<file path="src/rtl/int_trap_seq.sv">
// Interrupt entry / mret sequencer: drains the pipeline, writes the trap or
// return CSR image for one cycle, then redirects fetch for one cycle.
module int_trap_seq #(
  parameter int unsigned MIN_DRAIN = 2
) (
  input  logic        clk,
  input  logic        reset,
  input  logic        int_en,
  input  logic [3:0]  int_code,
  input  logic        mret_req,
  input  logic [63:0] pc_commit,
  input  logic        pipe_idle,
  input  logic [63:0] mstatus_in,
  input  logic [63:0] mepc_in,
  input  logic [63:0] mtvec_in,
  output logic        stall_fetch,
  output logic        flush,
  output logic        csr_we,
  output logic [63:0] mepc_out,
  output logic [63:0] mcause_out,
  output logic [63:0] mstatus_out,
  output logic        redirect_valid,
  output logic [63:0] redirect_pc,
  output logic [1:0]  priv_out,
  output logic        busy
);

  typedef enum logic [2:0] {
    S_IDLE,
    S_DRAIN,
    S_TRAP_WR,
    S_RET_WR,
    S_REDIR
  } state_t;

  localparam logic [3:0] DRAIN_LAST = 4'(MIN_DRAIN - 1);
  localparam logic [1:0] PRIV_M     = 2'd3;
  localparam logic [1:0] PRIV_U     = 2'd0;

  state_t      state, state_nxt;
  logic [3:0]  drain_cnt;
  logic [63:0] lat_pc;
  logic [3:0]  lat_code;
  logic [1:0]  lat_priv;
  logic [63:0] redir_pc;
  logic [1:0]  priv;
  logic [63:0] tvec_base;
  logic [63:0] trap_target;

  assign tvec_base   = {mtvec_in[63:2], 2'b00};
  assign trap_target = (mtvec_in[1:0] == 2'b01) ? tvec_base + {58'd0, lat_code, 2'b00}
                                                : tvec_base;

  // NOTE: sequential state uses non-blocking assignments so every register
  // samples the pre-edge values, independent of process ordering.
  always_ff @(posedge clk) begin
    if (reset) state <= S_IDLE;
    else       state <= state_nxt;
  end

  always_ff @(posedge clk) begin
    if (reset) begin
      drain_cnt <= '0;
      lat_pc    <= '0;
      lat_code  <= '0;
      lat_priv  <= '0;
      redir_pc  <= '0;
      priv      <= PRIV_M;
    end else begin
      case (state)
        S_IDLE: begin
          if (!mret_req && int_en) begin
            lat_pc    <= pc_commit;
            lat_code  <= int_code;
            lat_priv  <= priv;
            drain_cnt <= '0;
          end
        end
        S_DRAIN: begin
          if (drain_cnt != 4'hF) drain_cnt <= drain_cnt + 4'd1;
        end
        S_TRAP_WR: begin
          redir_pc <= trap_target;
          priv     <= PRIV_M;
        end
        S_RET_WR: begin
          // The mret target is captured here so REDIR is immune to mepc changes.
          redir_pc <= {mepc_in[63:2], 2'b00};
          priv     <= (mstatus_in[12:11] == PRIV_M) ? PRIV_M : PRIV_U;
        end
        default: ;
      endcase
    end
  end

  // NOTE: every output and next-state signal gets a default first, so no
  // path through the case leaves a value unassigned and no latch is inferred.
  always_comb begin
    state_nxt      = state;
    flush          = 1'b0;
    csr_we         = 1'b0;
    mepc_out       = '0;
    mcause_out     = '0;
    mstatus_out    = '0;
    redirect_valid = 1'b0;
    redirect_pc    = '0;
    case (state)
      S_IDLE: begin
        if (mret_req)    state_nxt = S_RET_WR;
        else if (int_en) state_nxt = S_DRAIN;
      end
      S_DRAIN: begin
        // The counter reads zero only in the cycle right after entry.
        flush = (drain_cnt == 4'd0);
        if (drain_cnt >= DRAIN_LAST && pipe_idle) state_nxt = S_TRAP_WR;
      end
      S_TRAP_WR: begin
        csr_we              = 1'b1;
        mepc_out            = {lat_pc[63:2], 2'b00};
        mcause_out          = {1'b1, 59'd0, lat_code};
        mstatus_out         = mstatus_in;
        mstatus_out[7]      = mstatus_in[3];
        mstatus_out[3]      = 1'b0;
        mstatus_out[12:11]  = lat_priv;
        state_nxt           = S_REDIR;
      end
      S_RET_WR: begin
        csr_we              = 1'b1;
        mepc_out            = mepc_in;
        mstatus_out         = mstatus_in;
        mstatus_out[3]      = mstatus_in[7];
        mstatus_out[7]      = 1'b1;
        mstatus_out[12:11]  = 2'b00;
        state_nxt           = S_REDIR;
      end
      S_REDIR: begin
        redirect_valid = 1'b1;
        redirect_pc    = redir_pc;
        state_nxt      = S_IDLE;
      end
      default: state_nxt = S_IDLE;
    endcase
  end

  assign busy        = (state != S_IDLE);
  assign stall_fetch = busy;
  assign priv_out    = priv;

endmodule

</file>
<file path="config.mk">
export PLATFORM = sky130hd
export DESIGN_NAME = int_trap_seq
export DESIGN_NICKNAME = d
export VERILOG_FILES = /design/src/rtl/int_trap_seq.sv
export SDC_FILE = /design/constraint.sdc
export NUM_CORES = 1
export LEC_CHECK = 0
export CORE_AREA = 5 5 203 205
export DETAILED_ROUTE_END_ITERATION = 8
export DIE_AREA = 0 0 208 210
export PLACE_DENSITY = 0.62
export SETUP_SLACK_MARGIN = 0.05
export SYNTH_ARGS = -nofsm -noshare
export SYNTH_HDL_FRONTEND = slang
export SYNTH_SLANG_ARGS = --single-unit
</file>
<file path="constraint.sdc">
create_clock -name clk -period 4.24 [get_ports clk]
set_input_delay 0.848 -clock clk [delete_from_list [all_inputs] [get_ports clk]]
set_output_delay 0.848 -clock clk [all_outputs]
set_load 0.01 [all_outputs]
</file>
==> results_dict.tcl, run 1 <==
set metrics [dict create \
    insertion_delay_ns 0.43 \
    max_slew_violations 0 \
    status "complete, no violations" \
    yosys_register_bits 137 \
    critPathLaunchType "flop" \
    cts_sinks 137 \
    crit_path_max_fanout 44 \
    detailedRoute.firstPassIterationCount 5 \
    io_buffers 464 \
    post_cts_resized 0 \
    ir_worst_vdd_uv 230 \
    post-synth-top-area-fraction 0.307 \
    timing.max_cap.violations 0 \
    reg2reg_slack_ns 1.34 \
    core_area_sq_um 39300 \
    die-height_um 210 \
    postLayoutCoreUtil 0.368 \
    power_density_nw_per_um2 405 \
    synthDistinctLibCells 52 \
    drcViolationCount 0 \
    num-fill-cells 4138 \
    detailedPlacementHpwl_um 34400 \
    required_time_worst_endpoint_ns 3.39 \
    critical-path-top-cell-by-count "sky130_fd_sc_hd__buf_4" \
    mostFrequentLayoutCell "sky130_fd_sc_hd__clkdlybuf4s50_1" \
    achievable-frequency_mhz 275 \
    synth.yosys.warnings 0 \
    boundaryPins 528 \
    clock_tree.buffer_depth 2 \
    seq_power_share 0.292 \
    yosysTopAreaCell "sky130_fd_sc_hd__dfxtp_1" \
    timing.critical_path.arrival_ns 2.79 \
    clk_pin_slew_ns 0.06 \
    yosysSeqAreaShare 0.307 \
    synth_flop_cell "sky130_fd_sc_hd__dfxtp_1" \
    first_global_vias 9622 \
    htreeDepth 4 \
    asyncSetResetFlopFracSynth 0 \
    dr_total_vias 9921 \
    drt_wl_total_um 43400 \
    layout.cells.most_common_list "463 x sky130_fd_sc_hd__clkdlybuf4s50_1, 210 x sky130_fd_sc_hd__nand2_1, 136 x sky130_fd_sc_hd__dfxtp_1, 134 x sky130_fd_sc_hd__a21oi_1, 124 x sky130_fd_sc_hd__and2_1" \
    post_cts_hold_buffer_count 0 \
    ys_top_cells_by_area "sky130_fd_sc_hd__dfxtp_1 31%, sky130_fd_sc_hd__nand2_1 8.9%, sky130_fd_sc_hd__and2_1 8.7%" \
    numCtsBuffers 17 \
    postCtsSetupBuffers 0 \
    layout_overhead_on_the_synthesized_area_pct 61.9 \
    post_drt_wl_per_cell_um 19.9 \
    cts_tree "built" \
    layout.area.seq_sq_um 2750 \
    grt_first_pass_wirelength_um 62200 \
    die_area_sq_um 43700 \
    post-route-worst-setup-slack_ns 0.601 \
    synth_area_sq_um 8930 \
    final_worst_path_cycle_share 0.858 \
    multiInputGateArea_sq_um 5510 \
    rows 73 \
    hold_path.class "reg -> reg" \
    timing.final.setup_violations 0 \
    layout_min_cycle_time_ns 3.64 \
    total_power_w 0.00586 \
    switching_power_w 0.00218 \
    p_clk_frac 0.281 \
    syn_avg_cell_area_sq_um 7.30 \
    ctsRootBufferMaster "sky130_fd_sc_hd__clkbuf_16" \
    worstSetupEndpointType "primary output" \
    pre_cts_setup_slack_ns 0.413 \
    start_util 0.227 \
    fin_nets 1907 \
    slowest_stage "sky130_fd_sc_hd__dfxtp_4" \
    grt_antenna_before_repair 8 \
    critical_path.cell_chain "buf_4, buf_4, mux2i_1, nor2_1, clkdlybuf4s50_1" \
    gp_congestion 0.925 \
    routed_via_density 4.56 \
    grt.overflow.total 0 \
    syn_inst 1224 \
    drtIter0Drc 620 \
    transition_at_the_pin_with_the_smallest_max_transition_slack_ns 0.880 \
    combinationalPowerShare 0.426 \
    fin_setup_tns_ns 0 \
    final_layout_size_suffix_gt1_frac 0.0450 \
    rsz0062_at_grt "false" \
    pin_count_of_the_biggest_net_entering_global_routing 83 \
    criticalPathCategory "reg -> out" \
    slew_headroom 0.411 \
    drt.antenna.violating_nets 0 \
    power_switching_share 0.372 \
    global_route_usage_over_all_layers 0.185 \
    power.internal_w 0.00368 \
    leakagePower_nw 5.28 \
    finalHoldViolations 0 \
    timing.critical_path.slowest_cell_delay_ns 0.71 \
    synth_enable_flop_cells 0 \
    die_width_um 208 \
    clock_skew_ns 0.0110 \
]
critical path, delay by kind of cell (launching register included):
kind,cells,cell delay [ns]
buf+inv,3,1.36
flops,1,0.71
mux,1,0.14
simple gates,1,0.11
stage by stage:
stage                     hold slack [ns]  cell area (sq um)  cells
after floorplan                     0.427               9160   1284
after global placement              0.438              13800   2140
after detailed placement            0.442              13800   2140
after CTS                           0.451              14500   2171
after global routing                0.470              14500   2173
final                               0.446              14500   2174
metal layers:
| layer | part of all wire | vias to the layer above | GRT usage |
|---|---|---|---|
| li1 | - | 4817 | - |
| met1 | 0.47 | 4679 | 0.258 |
| met2 | 0.45 | 376 | 0.295 |
| met3 | 0.059 | 41 | 0.0438 |
| met4 | 0.015 | 8 | 0.0390 |
| met5 | 0.0014 | - | 0 |
layout make-up:
| cell class | count | share of cell area |
|---|---|---|
| inverter | 24 | 0.00631 |
| sequential | 137 | 0.190 |
| antenna | 3 | 0.000519 |
| clock buffer | 21 | 0.0325 |
| multi-input combinational | 968 | 0.381 |
| clock inverter | 10 | 0.0114 |
| tap | 525 | 0.0454 |
| timing repair buffer | 486 | 0.333 |
flip-flops by register name, indices dropped and copies added, names as in the netlist:
signal / flops
priv_out: 1
lat_code: 4
state: 3
redir_pc: 62
drain_cnt: 4
lat_pc: 62
lat_priv: 1
cell families after synthesis:
kind of cell | count (synthesis) | share of synthesized area
xor gates and xnor gates | 60 | 0.0588
AOI/OAI and AO/OA | 225 | 0.141
DFF | 137 | 0.307
adders and majority gates | 8 | 0.0120
other | 1 | 0.000420
muxes | 53 | 0.0594
buffers and inverters | 179 | 0.104
and+or+nand+nor | 561 | 0.317
cell usage after synthesis (all sizes together), types with 2 or more instances:
library cell  instances
nand2               211
dfxtp               137
a21oi               134
and2                124
buf                  84
nor2                 83
clkbuf               71
mux2i                53
xnor2                45
and3                 42
o22ai                32
nor3                 29
o21ai                27
inv                  24
nand3                23
xor2                 15
nor4                 12
a221oi                9
nand4                 9
nor3b                 8
ha                    7
nand2b                7
a31oi                 6
o211ai                6
or4                   4
a211oi                2
a21boi                2
and4                  2
nand3b                2
or3                   2
power groups by stage:
stage                     sequential, W  clock [W]  combinational [W]
final                           0.00171    0.00165            0.00250
after global placement          0.00172          0            0.00250
after CTS                       0.00171    0.00168            0.00252
after detailed placement        0.00173          0            0.00251
after global routing            0.00174    0.00172            0.00271
after floorplan                 0.00163          0            0.00145
path summary, 6_finish.rpt:
| path | start | endpoint | cells past startpoint |
|---|---|---|---|
| setup / recovery | state[0]$_SDFFE_PP0P_ | mepc_out[39] | 5 |
| hold / removal | redir_pc[16]$_SDFFE_PP0P_ | redir_pc[16]$_SDFFE_PP0P_ | 2 |
| setup reg to reg | lat_code[0]$_SDFFE_PP0P_ | redir_pc[42]$_SDFFE_PP0P_ | 8 |
| hold reg to reg | redir_pc[16]$_SDFFE_PP0P_ | redir_pc[16]$_SDFFE_PP0P_ | 2 |
No activity file was read; power rests on OpenSTA's default activity.
==> run 2: changes to the inputs <==
--- a/config.mk
+++ b/config.mk
@@ -5,10 +5,11 @@
 export SDC_FILE = /design/constraint.sdc
 export NUM_CORES = 1
 export LEC_CHECK = 0
-export CORE_AREA = 5 5 203 205
+export ABC_AREA = 1
+export CORE_AREA = 5 5 200 202
 export DETAILED_ROUTE_END_ITERATION = 8
-export DIE_AREA = 0 0 208 210
-export PLACE_DENSITY = 0.62
+export DIE_AREA = 0 0 205 207
+export PLACE_DENSITY = 0.66
 export SETUP_SLACK_MARGIN = 0.05
 export SYNTH_ARGS = -nofsm -noshare
 export SYNTH_HDL_FRONTEND = slang
==> run 2 against run 1 <==
Synthesized area is 9.0% higher. Routed wire length is 13% higher. Global-route usage is 3.5 points higher. Die area is 2.9% lower. Hold slack better by 0.016 ns. Fmax is 1.2% higher. Setup slack better by 0.043 ns. Flip-flop and latch count stayed put. Clock power is 12% lower. Cell area is 4.9% higher. Combinational power is 26% lower. Register-to-register slack better by 0.32 ns. Largest cell class unchanged.
==> results_dict.tcl, run 2 <==
set metrics [dict create \
    status "complete, no violations" \
    timing.final.setup_violations 0 \
    numCtsBuffers 17 \
    fin_area_sq_um 15200 \
    syn_avg_cell_area_sq_um 5.86 \
    ir_worst_vdd_uv 225 \
    max_slew_violations 0 \
    yosys_register_bits 137 \
    fin_setup_tns_ns 0 \
    yosysTopAreaCell "sky130_fd_sc_hd__dfxtp_1" \
    routed_via_density 4.54 \
    first_global_vias 11600 \
    drtIter0Drc 951 \
    holdPathEnd "lat_priv[0]$_SDFFE_PP0P_" \
    post_drt_wl_per_cell_um 18.7 \
    critPathLaunchType "flop" \
    boundaryPins 528 \
    synth_area_sq_um 9740 \
    cts_sinks 137 \
    syn_inst 1663 \
    clock_skew_ns 0.00876 \
    final_worst_path_cycle_share 0.848 \
    criticalPathCategory "reg -> out" \
    reg2reg_slack_ns 1.66 \
    finalHoldViolations 0 \
    detailedPlacementHpwl_um 40000 \
    achievable-frequency_mhz 278 \
    detailedRoute.firstPassIterationCount 6 \
    insertion_delay_ns 0.42 \
    required_time_worst_endpoint_ns 3.39 \
    crit_path_max_fanout 21 \
    pin_count_of_the_biggest_net_entering_global_routing 74 \
    reg2reg_from "state[2]$_SDFFE_PP0P_" \
    num-fill-cells 4068 \
    transition_at_the_pin_with_the_smallest_max_transition_slack_ns 1.03 \
    slew_headroom 0.310 \
    post_cts_resized 0 \
    timing.critical_path.arrival_ns 2.75 \
    layout.cells.most_common_list "463 x sky130_fd_sc_hd__clkdlybuf4s50_1, 335 x sky130_fd_sc_hd__nor2_1, 288 x sky130_fd_sc_hd__nand2_1, 281 x sky130_fd_sc_hd__inv_1, 152 x sky130_fd_sc_hd__o21ai_0" \
    asyncSetResetFlopFracSynth 0 \
    rows 72 \
    worstSetupEndpointType "primary output" \
    mostFrequentLayoutCell "sky130_fd_sc_hd__clkdlybuf4s50_1" \
    die-height_um 207 \
    htreeDepth 4 \
    yosysSeqAreaShare 0.282 \
    post-synth-top-area-fraction 0.282 \
    timing.max_cap.violations 0 \
    die_width_um 205 \
    layout_overhead_on_the_synthesized_area_pct 55.8 \
    drt_wl_total_um 48900 \
    grt_antenna_before_repair 0 \
    place_inst 2584 \
    power_density_nw_per_um2 322 \
    hold_path.class "reg -> reg" \
    global_route_usage_over_all_layers 0.220 \
    io_buffers 464 \
    core_area_sq_um 38100 \
    synth_enable_flop_cells 0 \
    rsz0062_at_grt "false" \
    die_area_sq_um 42400 \
    drcViolationCount 0 \
    grt.overflow.total 0 \
    fin_nets 2358 \
    post_cts_hold_buffer_count 0 \
    gp_congestion 0.982 \
    finish.cell_count_without_fillers 2617 \
    drt.antenna.violating_nets 0 \
    ys_top_cells_by_count "336 x sky130_fd_sc_hd__nor2_1, 288 x sky130_fd_sc_hd__nand2_1, 282 x sky130_fd_sc_hd__inv_1, 152 x sky130_fd_sc_hd__o21ai_0, 137 x sky130_fd_sc_hd__dfxtp_1" \
    grt_first_pass_wirelength_um 71700 \
    timing.reg2reg.worst_path_depth 10 \
    postCtsSetupBuffers 0 \
    r2r-end "drain_cnt[3]$_SDFFE_PP0P_" \
    synthMostInstantiatedCell "sky130_fd_sc_hd__nor2_1" \
    hold_path_startpoint "lat_priv[0]$_SDFFE_PP0P_" \
    largest_registers "lat_pc (62), redir_pc (62)" \
    final_layout_size_suffix_gt1_frac 0.0496 \
    synthDistinctLibCells 43 \
    clock_tree.buffer_depth 2 \
    worstHoldPathCells 2 \
    instance_area_at_placement_sq_um 14600 \
    leakagePower_nw 6.37 \
    layout_min_cycle_time_ns 3.60 \
    synth.yosys.warnings 0 \
    ctsRootBufferMaster "sky130_fd_sc_hd__clkbuf_16" \
    start_util 0.256 \
    dr_total_vias 11900 \
    post-route-worst-setup-slack_ns 0.644 \
    synth_flop_cell "sky130_fd_sc_hd__dfxtp_1" \
    clk_pin_slew_ns 0.06 \
    pre_cts_setup_slack_ns 0.854 \
    cts_tree "built" \
    ys_top_cells_by_area "sky130_fd_sc_hd__dfxtp_1 28%, sky130_fd_sc_hd__nor2_1 13%, sky130_fd_sc_hd__nand2_1 11%" \
]
run 2: per-layer routing:
| metal | up-vias | routed length (um) | global-route usage |
|---|---|---|---|
| li1 | 5872 | - | - |
| met1 | 5472 | 22900 | 0.315 |
| met2 | 478 | 21700 | 0.341 |
| met3 | 61 | 3100 | 0.0421 |
| met4 | 0 | 1160 | 0.0575 |
| met5 | - | 0 | 0 |
run 2: report_power, final:
part / leakage [nW] / total (W) / switching (W) / internal [W]
Clock: 0.264 / 0.00145 / 0.000623 / 0.000830
Combinational: 4.99 / 0.00184 / 0.00106 / 0.000788
Sequential: 1.12 / 0.00159 / 0.000105 / 0.00149
Total: 6.37 / 0.00489 / 0.00178 / 0.00310
run 2: kinds of logic (layout without fill, tap and decap cells):
logic type,after synthesis,count (layout),synth area share
AND/OR/NAND/NOR,796,796,0.347
buffers and inverters,438,813,0.199
AO/OA/AOI/OAI,267,267,0.147
flip-flops,137,137,0.282
XOR/XNOR,16,16,0.0144
adder cells (fa/ha/maj),8,8,0.0110
other,1,62,0.000385
run 2: through the flow:
step                utilization  hold slack (ns)  power (W)
finish                    0.398            0.462    0.00489
global route              0.398            0.496    0.00517
CTS                       0.398            0.464    0.00491
detailed placement        0.383            0.454    0.00345
global placement          0.383            0.446    0.00343
floorplan                     -            0.430    0.00256
run 2: worst max path at each step:
stage	slack [ns]	cells after the start	end	from
3_5_place_dp	0.85	10	redir_pc[26]$_SDFFE_PP0P_	mtvec_in[2]
5_1_grt	0.44	6	mepc_out[22]	state[0]$_SDFFE_PP0P_
2_1_floorplan	1.78	11	redir_pc[32]$_SDFFE_PP0P_	mtvec_in[2]
4_1_cts	0.57	6	mepc_out[18]	state[0]$_SDFFE_PP0P_
3_3_place_gp	0.91	11	redir_pc[28]$_SDFFE_PP0P_	mtvec_in[2]
6_report	0.64	6	mepc_out[22]	state[0]$_SDFFE_PP0P_
run 2: cell type report:
class	count	area, sq um	share of cell area
clock inverters	12	118	0.00775
diodes	1	2.50	0.000165
inverters	300	1130	0.0743
clock buffers	20	447	0.0294
flip-flops and latches	137	2740	0.181
repair buffers	481	4780	0.315
multi-input cells	1148	5310	0.350
well taps	518	648	0.0427
run 2: critical path, cell delays in order (launching register included):
cell	delay (ns)
sky130_fd_sc_hd__dfxtp_1	0.44
sky130_fd_sc_hd__inv_2	0.10
sky130_fd_sc_hd__nor3_4	0.43
sky130_fd_sc_hd__buf_4	0.38
sky130_fd_sc_hd__nand2_1	0.26
sky130_fd_sc_hd__nand2_1	0.15
sky130_fd_sc_hd__clkdlybuf4s50_1	0.55
==> run 3: changes to the inputs <==
==> constraint.sdc (replaced) <==
create_clock -name clk -period 3.7 [get_ports clk]
set_input_delay 0.74 -clock clk [delete_from_list [all_inputs] [get_ports clk]]
set_output_delay 0.74 -clock clk [all_outputs]
set_load 0.01 [all_outputs]
==> run 3 against run 2 <==
First-iteration DRC count is 13% lower. Flip-flop and latch count is the same. Via count down 0.61%. Setup slack worse by 0.40 ns. Sequential power grew 15%. Power grew 15%. Sequential share of layout area fell by 0.077 points. Non-clock buffer count increased by 6. Cell count is 0.23% higher. Die area unchanged. Core utilization rose by 0.17 points. Routed wire length up 1.2%.
==> results_dict.tcl, run 3 (synthesis gave the netlist of run 2 again) <==
set metrics [dict create \
    die-height_um 207 \
    dr_total_vias 11800 \
    grt_first_pass_wirelength_um 71900 \
    die_area_sq_um 42400 \
    achievable-frequency_mhz 289 \
    r2r-end "lat_pc[56]$_SDFFE_PP0P_" \
    finalHoldViolations 0 \
    drtIter0Drc 829 \
    max_slew_violations 0 \
    fin_setup_tns_ns 0 \
    boundaryPins 528 \
    transition_at_the_pin_with_the_smallest_max_transition_slack_ns 0.711 \
    drt.antenna.violating_nets 0 \
    criticalPathCategory "reg -> out" \
    drt_wl_total_um 49500 \
    leakagePower_nw 6.42 \
    post_drt_wl_per_cell_um 18.9 \
    required_time_worst_endpoint_ns 2.96 \
    io_buffers 464 \
    cts_sinks 137 \
    cp_num_buf_inv 2 \
    ctsRootBufferMaster "sky130_fd_sc_hd__clkbuf_16" \
    timing.final.setup_violations 0 \
    postCtsSetupBuffers 0 \
    reg2reg_slack_ns 1.40 \
    clock_tree.buffer_depth 2 \
    num-fill-cells 4102 \
    timing.critical_path.arrival_ns 2.72 \
    timing.max_cap.violations 0 \
    first_global_vias 11400 \
    reg2reg_from "state[2]$_SDFFE_PP0P_" \
    final_layout_size_suffix_gt1_frac 0.0532 \
    layout_min_cycle_time_ns 3.46 \
    grt.overflow.total 0 \
    insertion_delay_ns 0.43 \
    detailedPlacementHpwl_um 40600 \
    hold_path_startpoint "lat_priv[0]$_SDFFE_PP0P_" \
    clock_skew_ns 0.00937 \
    layout.cells.most_common_list "463 x sky130_fd_sc_hd__clkdlybuf4s50_1, 335 x sky130_fd_sc_hd__nor2_1, 288 x sky130_fd_sc_hd__nand2_1, 281 x sky130_fd_sc_hd__inv_1, 152 x sky130_fd_sc_hd__o21ai_0" \
    mostFrequentLayoutCell "sky130_fd_sc_hd__clkdlybuf4s50_1" \
    routed_via_density 4.50 \
    total_power_w 0.00563 \
    fin_nets 2364 \
    worstHoldPathCells 2 \
    postLayoutCoreUtil 0.400 \
    start_util 0.256 \
    post_cts_resized 0 \
    timing.critical_path.from "state[2]$_SDFFE_PP0P_" \
    slew_headroom 0.523 \
    hold_path.class "reg -> reg" \
    holdPathEnd "lat_priv[0]$_SDFFE_PP0P_" \
    post_cts_hold_buffer_count 0 \
    cts_tree "built" \
    critical_path.top_delay_family "buffers and inverters" \
    final_worst_path_cycle_share 0.935 \
    timing.reg2reg.worst_path_depth 8 \
    clk_pin_slew_ns 0.06 \
    detailedRoute.firstPassIterationCount 8 \
    rows 72 \
    critical_path.cell_chain "nor3_2, buf_4, nand2_1, o21ai_0, clkdlybuf4s50_1" \
    rsz0062_at_grt "false" \
    core_area_sq_um 38100 \
    numCtsBuffers 17 \
    power_density_nw_per_um2 369 \
    critPathLaunchType "flop" \
    pin_count_of_the_biggest_net_entering_global_routing 70 \
    layout_overhead_on_the_synthesized_area_pct 56.5 \
    drcViolationCount 0 \
    die_width_um 205 \
    grt_antenna_before_repair 2 \
    status "complete, no violations" \
    gp_congestion 0.993 \
    worstSetupEndpointType "primary output" \
    timing.critical_path.slowest_cell_delay_ns 0.64 \
    slowest_stage "sky130_fd_sc_hd__nor3_2" \
    largest_registers "lat_pc (62), redir_pc (62)" \
    global_route_usage_over_all_layers 0.222 \
    crit_path_max_fanout 24 \
    ir_worst_vdd_uv 270 \
    htreeDepth 4 \
]
## run 3: cell count changes in the layout (fill, tap and decap cells not counted)
cell,delta
sky130_fd_sc_hd__clkinv_4,-2
sky130_fd_sc_hd__clkinv_2,+4
sky130_fd_sc_hd__buf_4,+4
sky130_fd_sc_hd__buf_12,+2
sky130_fd_sc_hd__clkbuf_1,-2
## run 3: worst max path at each step
stage	cells after the start	slack, ns	to
after global placement	10	0.48	redir_pc[26]$_SDFFE_PP0P_
after floorplan	11	1.35	redir_pc[32]$_SDFFE_PP0P_
after global routing	6	0.09	mepc_out[19]
final	5	0.24	mepc_out[19]
after detailed placement	10	0.44	redir_pc[26]$_SDFFE_PP0P_
after CTS	5	0.22	mepc_out[19]
## run 3: through the flow
step                      cell area [sq um]  hold slack (ns)  cells  setup WS, ns
after global placement                14700            0.444   2590         0.482
after global routing                  15200            0.483   2623        0.0870
after CTS                             15200            0.454   2622         0.224
after floorplan                        9970            0.430   1723          1.35
final                                 15200            0.454   2623         0.241
after detailed placement              14700            0.444   2590         0.438
## run 3: per-layer routing
layer  global-route usage  vias to the layer above  wire [um]
li1                     -                     5891          -
met1                0.313                     5455      23000
met2                0.345                      425      22100
met3               0.0486                       38       3570
met4               0.0529                        2        844
met5                    0                        -          7
## run 3: worst register-to-register path, delay by kind of cell, from the launching register on
family / cells / cell delay, ns
buffers and inverters: 3 / 1.00
DFF: 1 / 0.40
and+or+nand+nor: 5 / 0.84
## run 3: layout make-up
class	count	area [sq um]	area share
Multi-Input combinational cell	1148	5310	0.349
Timing Repair Buffer	487	4850	0.318
Sequential cell	137	2740	0.180
Inverter	300	1130	0.0740
Tap cell	518	648	0.0425
Clock buffer	18	439	0.0288
Clock inverter	14	120	0.00788
Antenna cell	1	2.50	0.000164
## run 3: power by group
| group | internal (W) | total, W | switching, W |
|---|---|---|---|
| Clock | 0.000943 | 0.00166 | 0.000717 |
| Sequential | 0.00170 | 0.00183 | 0.000124 |
| Combinational | 0.000919 | 0.00214 | 0.00122 |
